--- config.mk ---
export PLATFORM = sky130hd
export DESIGN_NAME = uart_rx_port
export DESIGN_NICKNAME = d
export VERILOG_FILES = /design/src/rtl/uart_rx_port.sv
export SDC_FILE = /design/constraint.sdc
export NUM_CORES = 1
export LEC_CHECK = 0
export ABC_CLOCK_PERIOD_IN_PS = 3170
export CELL_PAD_IN_SITES_DETAIL_PLACEMENT = 2
export CELL_PAD_IN_SITES_GLOBAL_PLACEMENT = 2
export CORE_MARGIN = 10
export CORE_UTILIZATION = 38
export CTS_CLUSTER_DIAMETER = 80
export DETAILED_ROUTE_END_ITERATION = 16
export PLACE_DENSITY = 0.94
export SLEW_MARGIN = 10
export SYNTH_ARGS = -nofsm -noshare
export SYNTH_HDL_FRONTEND = slang
export SYNTH_SLANG_ARGS = --single-unit
--- constraint.sdc ---
create_clock -name clk -period 3.17 [get_ports clk]
set_clock_uncertainty 0.15 [all_clocks]
set_input_delay 0.317 -clock clk [delete_from_list [all_inputs] [get_ports clk]]
set_output_delay 0.317 -clock clk [all_outputs]
set_load 0.02 [all_outputs]
--- src/rtl/uart_rx_port.sv ---
// 8N1 UART receiver into a one-byte holding register; data_valid ~2+9.5*CLKS_PER_BIT cycles after start edge.
// No backpressure on the line: a byte completing while the register is still unread is dropped and flagged as overrun.
module uart_rx_port #(
    parameter int CLKS_PER_BIT = 434
) (
    input  logic       clk,
    input  logic       rst,
    input  logic       rx_in,
    input  logic       rd_ack,
    output logic [7:0] uart_read_byte,
    output logic       data_valid,
    output logic       int_req,
    output logic       frame_err,
    output logic       overrun
);

    localparam int TICK_W = (CLKS_PER_BIT > 1) ? $clog2(CLKS_PER_BIT) : 1;
    localparam logic [TICK_W-1:0] TICK_LAST = TICK_W'(CLKS_PER_BIT - 1);
    localparam logic [TICK_W-1:0] TICK_MID  = TICK_W'(CLKS_PER_BIT / 2 - 1);

    typedef enum logic [2:0] {
        S_IDLE,
        S_START,
        S_DATA,
        S_STOP,
        S_BREAK
    } state_t;

    state_t            r_state;
    state_t            w_state_nxt;
    logic              r_rx_meta;
    logic              r_rx_s;
    logic [TICK_W-1:0] r_tick;
    logic [TICK_W-1:0] w_tick_nxt;
    logic [2:0]        r_bit;
    logic [2:0]        w_bit_nxt;
    logic [7:0]        r_shift;
    logic [7:0]        w_shift_nxt;
    logic              r_deliver;
    logic              w_deliver;
    logic              w_ferr_set;
    logic [7:0]        r_byte;
    logic              r_dv;
    logic              r_ferr;
    logic              r_ovr;

    always_comb begin
        w_state_nxt = r_state;
        w_tick_nxt  = r_tick + TICK_W'(1);
        w_bit_nxt   = r_bit;
        w_shift_nxt = r_shift;
        w_deliver   = 1'b0;
        w_ferr_set  = 1'b0;
        case (r_state)
            S_IDLE: begin
                w_tick_nxt = '0;
                if (!r_rx_s) begin
                    w_state_nxt = S_START;
                end
            end
            S_START: begin
                // Mid start bit: a line that is high again was only a glitch.
                if (r_tick == TICK_MID) begin
                    w_tick_nxt  = '0;
                    w_bit_nxt   = 3'd0;
                    w_state_nxt = r_rx_s ? S_IDLE : S_DATA;
                end
            end
            S_DATA: begin
                if (r_tick == TICK_LAST) begin
                    w_tick_nxt  = '0;
                    w_shift_nxt = {r_rx_s, r_shift[7:1]};
                    w_bit_nxt   = r_bit + 3'd1;
                    if (r_bit == 3'd7) begin
                        w_state_nxt = S_STOP;
                    end
                end
            end
            S_STOP: begin
                if (r_tick == TICK_LAST) begin
                    w_tick_nxt = '0;
                    if (r_rx_s) begin
                        w_deliver   = 1'b1;
                        w_state_nxt = S_IDLE;
                    end else begin
                        w_ferr_set  = 1'b1;
                        w_state_nxt = S_BREAK;
                    end
                end
            end
            S_BREAK: begin
                w_tick_nxt = '0;
                if (r_rx_s) begin
                    w_state_nxt = S_IDLE;
                end
            end
            default: begin
                w_tick_nxt  = '0;
                w_state_nxt = S_IDLE;
            end
        endcase
    end

    always_ff @(posedge clk) begin
        if (rst) begin
            r_rx_meta <= 1'b1;
            r_rx_s    <= 1'b1;
            r_state   <= S_IDLE;
            r_tick    <= '0;
            r_bit     <= 3'd0;
            r_shift   <= 8'h00;
            r_deliver <= 1'b0;
            r_byte    <= 8'h00;
            r_dv      <= 1'b0;
            r_ferr    <= 1'b0;
            r_ovr     <= 1'b0;
        end else begin
            r_rx_meta <= rx_in;
            r_rx_s    <= r_rx_meta;
            r_state   <= w_state_nxt;
            r_tick    <= w_tick_nxt;
            r_bit     <= w_bit_nxt;
            r_shift   <= w_shift_nxt;
            r_deliver <= w_deliver;

            if (rd_ack && r_dv) begin
                r_dv   <= 1'b0;
                r_ferr <= 1'b0;
                r_ovr  <= 1'b0;
            end
            if (w_ferr_set) begin
                r_ferr <= 1'b1;
            end
            // An ack landing in the delivery cycle frees the register for the new byte.
            if (r_deliver) begin
                if (!r_dv || rd_ack) begin
                    r_byte <= r_shift;
                    r_dv   <= 1'b1;
                end else begin
                    r_ovr <= 1'b1;
                end
            end
        end
    end

    assign uart_read_byte = r_byte;
    assign data_valid     = r_dv;
    assign int_req        = r_dv;
    assign frame_err      = r_ferr;
    assign overrun        = r_ovr;

endmodule
Word-level counts from Yosys, hierarchy flattened
Index checks and enable logic that the tools add are counted.
{"block": "totals", "regBits": 37, "latchBits": 0, "ramBits": 0, "romBits": 0, "inputBits": 4, "out_inout_bits": 12, "elab_cells": 67, "memories": 0}
{"block": "classes", "n_addsub": 2, "n_mul": 0, "div": 0, "magnitude_cmp": 0, "n_eq_ne": 13, "shifts": 0, "mux": 27, "bitwise_logic": 2, "n_reduce_logical": 12}
{"operator": "$mux 3", "n": 9}
{"operator": "$mux 9", "n": 2}
{"operator": "$pmux 9 s2", "n": 1}
{"operator": "$pmux 3 s5", "n": 1}
{"operator": "$mux 1", "n": 12}
{"operator": "$ne 2x2->1 const B", "n": 6}
{"operator": "$add 9x1->9 const B", "n": 1}
{"operator": "$eq 9x8->1 const B", "n": 1}
{"operator": "$eq 9x9->1 const B", "n": 1}
{"operator": "$eq 3x2->1 const B", "n": 2}
{"operator": "$eq 3x3->1 const B", "n": 2}
{"operator": "$pmux 3 s2", "n": 1}
{"operator": "$reduce_and 6->1", "n": 1}
{"operator": "$reduce_and 2->1", "n": 2}
{"operator": "$reduce_bool 2->1", "n": 2}
{"operator": "$add 3x1->3 const B", "n": 1}
{"operator": "$eq 3x1->1 const B", "n": 1}
{"operator": "$logic_not 3->1", "n": 1}
{"operator": "$reduce_and 3->1", "n": 1}
{"operator": "$reduce_or 3->1", "n": 1}
{"operator": "$mux 2", "n": 1}
{"operator": "$not 1->1", "n": 2}
{"operator": "$reduce_or 2->1", "n": 1}
{"operator": "$logic_and 1x1->1", "n": 1}
{"operator": "other kinds (2)", "n": 2}

Depth between registers and ports, before layout
{"block": "depth", "depth_word": 4, "ltp_mapped": 6, "ltp_nobuf": 6}

Worst setup path before layout
OpenSTA, ideal clock, no wires.
{"block": "synth_timing", "path_type": "register to register", "start": "register r_tick[0]", "end": "register r_state[0]", "arrival_ns": 1.473, "setup_slack_ns": 1.477, "path_stages_with_launch": 6, "n_path_buf": 0, "synth_period_minus_slack_ns": 1.693, "cell_sequence": "dfxtp_1 ha_1 and4bb_4 a31oi_4 or4_1 a21oi_1"}
{"block": "synth_between", "elab_chain_cells": 3, "word_cells_on_any_way": 6, "classes_between": "eq/ne (5); reduce/logical (1)"}
{"item": "start: declaration", "line": "33", "rtl": "logic [TICK_W-1:0] r_tick;"}
{"item": "start signal: assignment", "line": "121", "rtl": "r_tick <= w_tick_nxt;"}
{"item": "$eq 9x9->1 or $eq 9x8->1 (tied branches)", "line": "70, 80, 63"}
{"item": "$ne 2x2->1 (no source line)"}
{"item": "$reduce_and 6->1 (no source line) *"}
{"item": "end signal: assignment", "line": "120", "rtl": "r_state <= w_state_nxt;"}
{"item": "end: declaration", "line": "29", "rtl": "state_t r_state;"}
Every way passes the cells marked *; elsewhere a longest branch is shown, timed or not.
A chain may end at the register's enable or synchronous reset.

Final worst setup path
Ends and elaborated chain as after synthesis.

==> flow_metrics.py <==
metrics = {
    "drt": {
        "detailed_routing_wirelength_on_met1_um": 1760,
        "drt_pre_antenna_iters": 4,
        "antenna_violation_net_count_after_detailed_routing": 0,
        "routed-wl-met2_um": 2230,
        "top_layer_used": "met4",
        "met3_length_um": 145,
        "routed_wire_length_per_instance_um": 18.6,
        "num_vias": 1210,
        "vias_per_cell": 5.28,
        "violation_count_after_the_first_detailed_route_iteration": 61,
        "drc": 0,
        "route.final.wire_length_um": 4250,
    },
    "cts": {
        "clkTransAtPathRegs_ps": 70,
        "worst_skew_pair.late_latency_ps": 290,
        "postCtsSetupRepairBufs": 0,
        "clock_tree.root_cell": "clkbuf_8",
        "cts_hold_repair.buffers": 0,
        "clock_tree_from_tritoncts": "built",
        "clock_sink_count": 37,
        "postCtsResizedCells": 0,
        "cts_max_level": 2,
        "cts-buffers-inserted": 5,
        "cts_max_path_buffers": 2,
    },
    "timing": {
        "period_share_pct": 61.0,
        "setup_repair_after_global_routing_missed_its_margin": "no",
        "slew_worst_pin_ps": 558,
        "finalSetupTns_ps": 0,
        "relSlewSlack_pct": 62.8,
        "setup-violations-final": 0,
        "report.final.slew_viol_count": 0,
        "achievable-frequency_mhz": 517,
        "timing.hold.ws_ps": 268,
        "timing.final.hold_violations": 0,
        "final_period_minus_worst_setup_slack_ps": 1930,
    },
    "setup_path": {
        "endpoint_kind": "register",
        "critical_path_class": "register to register",
        "worst-endpoint-arrival_ps": 2000,
        "worstPathMaxFanout": 6,
        "startpoint_class_of_the_critical_path": "register",
        "worst-endpoint-required_ps": 3240,
    },
    "place": {
        "post_dp_cell_area_um2": 1770,
        "io_port_bufs": 15,
        "gpl.final_weighted_congestion": 0.741,
        "hpwlAfterDp_um": 3040,
    },
    "final_layout": {
        "final_nets": 187,
        "layout_commonest_cell": "dfxtp_1",
        "most-common-layout-cells": "dfxtp_1 (37), nor2_1 (31), mux2i_1 (19)",
        "filler_cell_count": 427,
        "postLayoutCellArea_um2": 1880,
        "syn_to_final_growth_pct": 18.9,
        "antenna_cells_inserted": 0,
        "layout-drive-gt1-share_pct": 10.1,
    },
    "power_and_ir_drop": {
        "p_leak_nw": 0.778,
        "power.density_cell_area_nw_per_um2": 480,
        "design_power_total_uw": 903,
        "vdd.ir_drop.worst_v": 0.000180,
    },
    "synth": {
        "netlist_top_cells_area": "dfxtp_1 (47%), mux2i_1 (12%), nor2_1 (7.3%), ha_1 (3.9%), xnor2_1 (2.8%)",
        "post-synth-top-area-cell": "dfxtp_1",
        "async_flop_share_pct": 0,
        "synth.yosys.warnings": 0,
        "synth.avg_cell_area_um2": 9.84,
        "synth_cell_types": 35,
        "synth.yosys.seq_area_share_pct": 46.8,
        "syn-cell-area_um2": 1580,
        "ys_ff_latch": 37,
        "synth_fp_nets": 170,
        "count_of_flip_flops_with_a_built_in_enable_after_synthesis": 0,
        "synth_top_area_share_pct": 46.8,
        "synth_cells": 161,
        "synth_flop_cell": "dfxtp_1",
    },
    "global_route": {
        "global_route_wire_length_before_repair_um": 7070,
        "grt_pass1_vias": 1372,
        "grt_start_max_net_pins": 31,
        "grt_overflow_total": 0,
        "global_route_usage_sum_pct": 12.3,
        "antenna_violations_before_repair": 0,
    },
    "floorplan": {
        "die_h_um": 84.6,
        "die-area_um2": 7150,
        "fp-row-count": 23,
        "dieWidth_um": 84.6,
        "floorplan.io_pins": 16,
        "start_util_pct": 39.3,
        "core-area_um2": 4030,
    },
    "flow_run": {
        "cap_violations": 0,
    },
    "hold_path": {
        "hold_path_class": "register to register",
    },
    "run_status": {
        "status": "finished clean",
    },
}
## cells by family after synthesis
family	Yosys count	share of synthesized area, %
adder cells (fa/ha/maj)	5	3.95
AO/OA/AOI/OAI	13	6.16
XOR/XNOR	7	3.87
buffers and inverters	11	3.55
flip-flops	37	46.8
AND/OR/NAND/NOR	69	23.7
multiplexers	19	12.0
## power breakdown
group          switching [mW]  internal, mW
Sequential            0.00184         0.466
Combinational         0.00953       0.00765
Clock                   0.162         0.256
## state kept, by name (all words and copies together) (netlist names)
register        count
data_valid          1
frame_err           1
overrun             1
r_bit               3
r_deliver           1
r_rx_meta           1
r_rx_s              1
r_shift             8
r_state             3
r_tick              9
uart_read_byte      8
## final cells by class
| class | instances | area (µm²) | area share, % |
|---|---|---|---|
| multi-input cells | 113 | 787 | 41.8 |
| inverters | 5 | 18.8 | 0.997 |
| repair buffers | 16 | 158 | 8.37 |
| flip-flops and latches | 37 | 741 | 39.3 |
| well taps | 50 | 62.6 | 3.32 |
| clock buffers | 7 | 86.3 | 4.58 |
| clock inverters | 1 | 30.0 | 1.59 |
## worst max-delay path: stages, from the launching register on
cell and delay, ps:
dfxtp_1 420, ha_1 210, and4bb_4 290, a31oi_4 110
or4_1 540, a21oi_1 140
## synthesized netlist by cell type, types with 2 or more instances
master     n
dfxtp_1   37
nor2_1    31
mux2i_1   19
nand2_1    6
a21oi_1    5
ha_1       5
inv_1      5
nand2b_1   5
xnor2_1    5
nand4_1    4
clkbuf_1   3
nand3_1    3
nand3b_1   3
a211oi_1   2
and3_1     2
buf_4      2
nor3_1     2
nor3b_1    2
o21ai_2    2
or2_2      2
xor2_1     2
## final timing paths
path | from | endpoint | slack [ps] | cells past startpoint
min | r_rx_meta | r_rx_s | 270 | 1
max reg2reg | r_tick[0] | r_state[0] | 1240 | 5
min reg2reg | r_rx_meta | r_rx_s | 270 | 1
max | r_tick[0] | r_state[0] | 1240 | 5
## through the flow
stage | setup slack (ps) | utilization (%) | cells
2_1_floorplan | 1480 | - | 161
3_3_place_gp | 1330 | 43.9 | 221
3_5_place_dp | 1200 | 43.9 | 221
4_1_cts | 1220 | 46.7 | 229
5_1_grt | 1130 | 46.7 | 229
6_report | 1240 | 46.7 | 229
## metal layers
metal,up-vias,GRT usage (%)
li1,581,-
met1,597,12.2
met2,20,22.4
met3,12,3.96
met4,0,6.44
met5,-,0
Note: power is estimated with default switching activity, not from simulation.
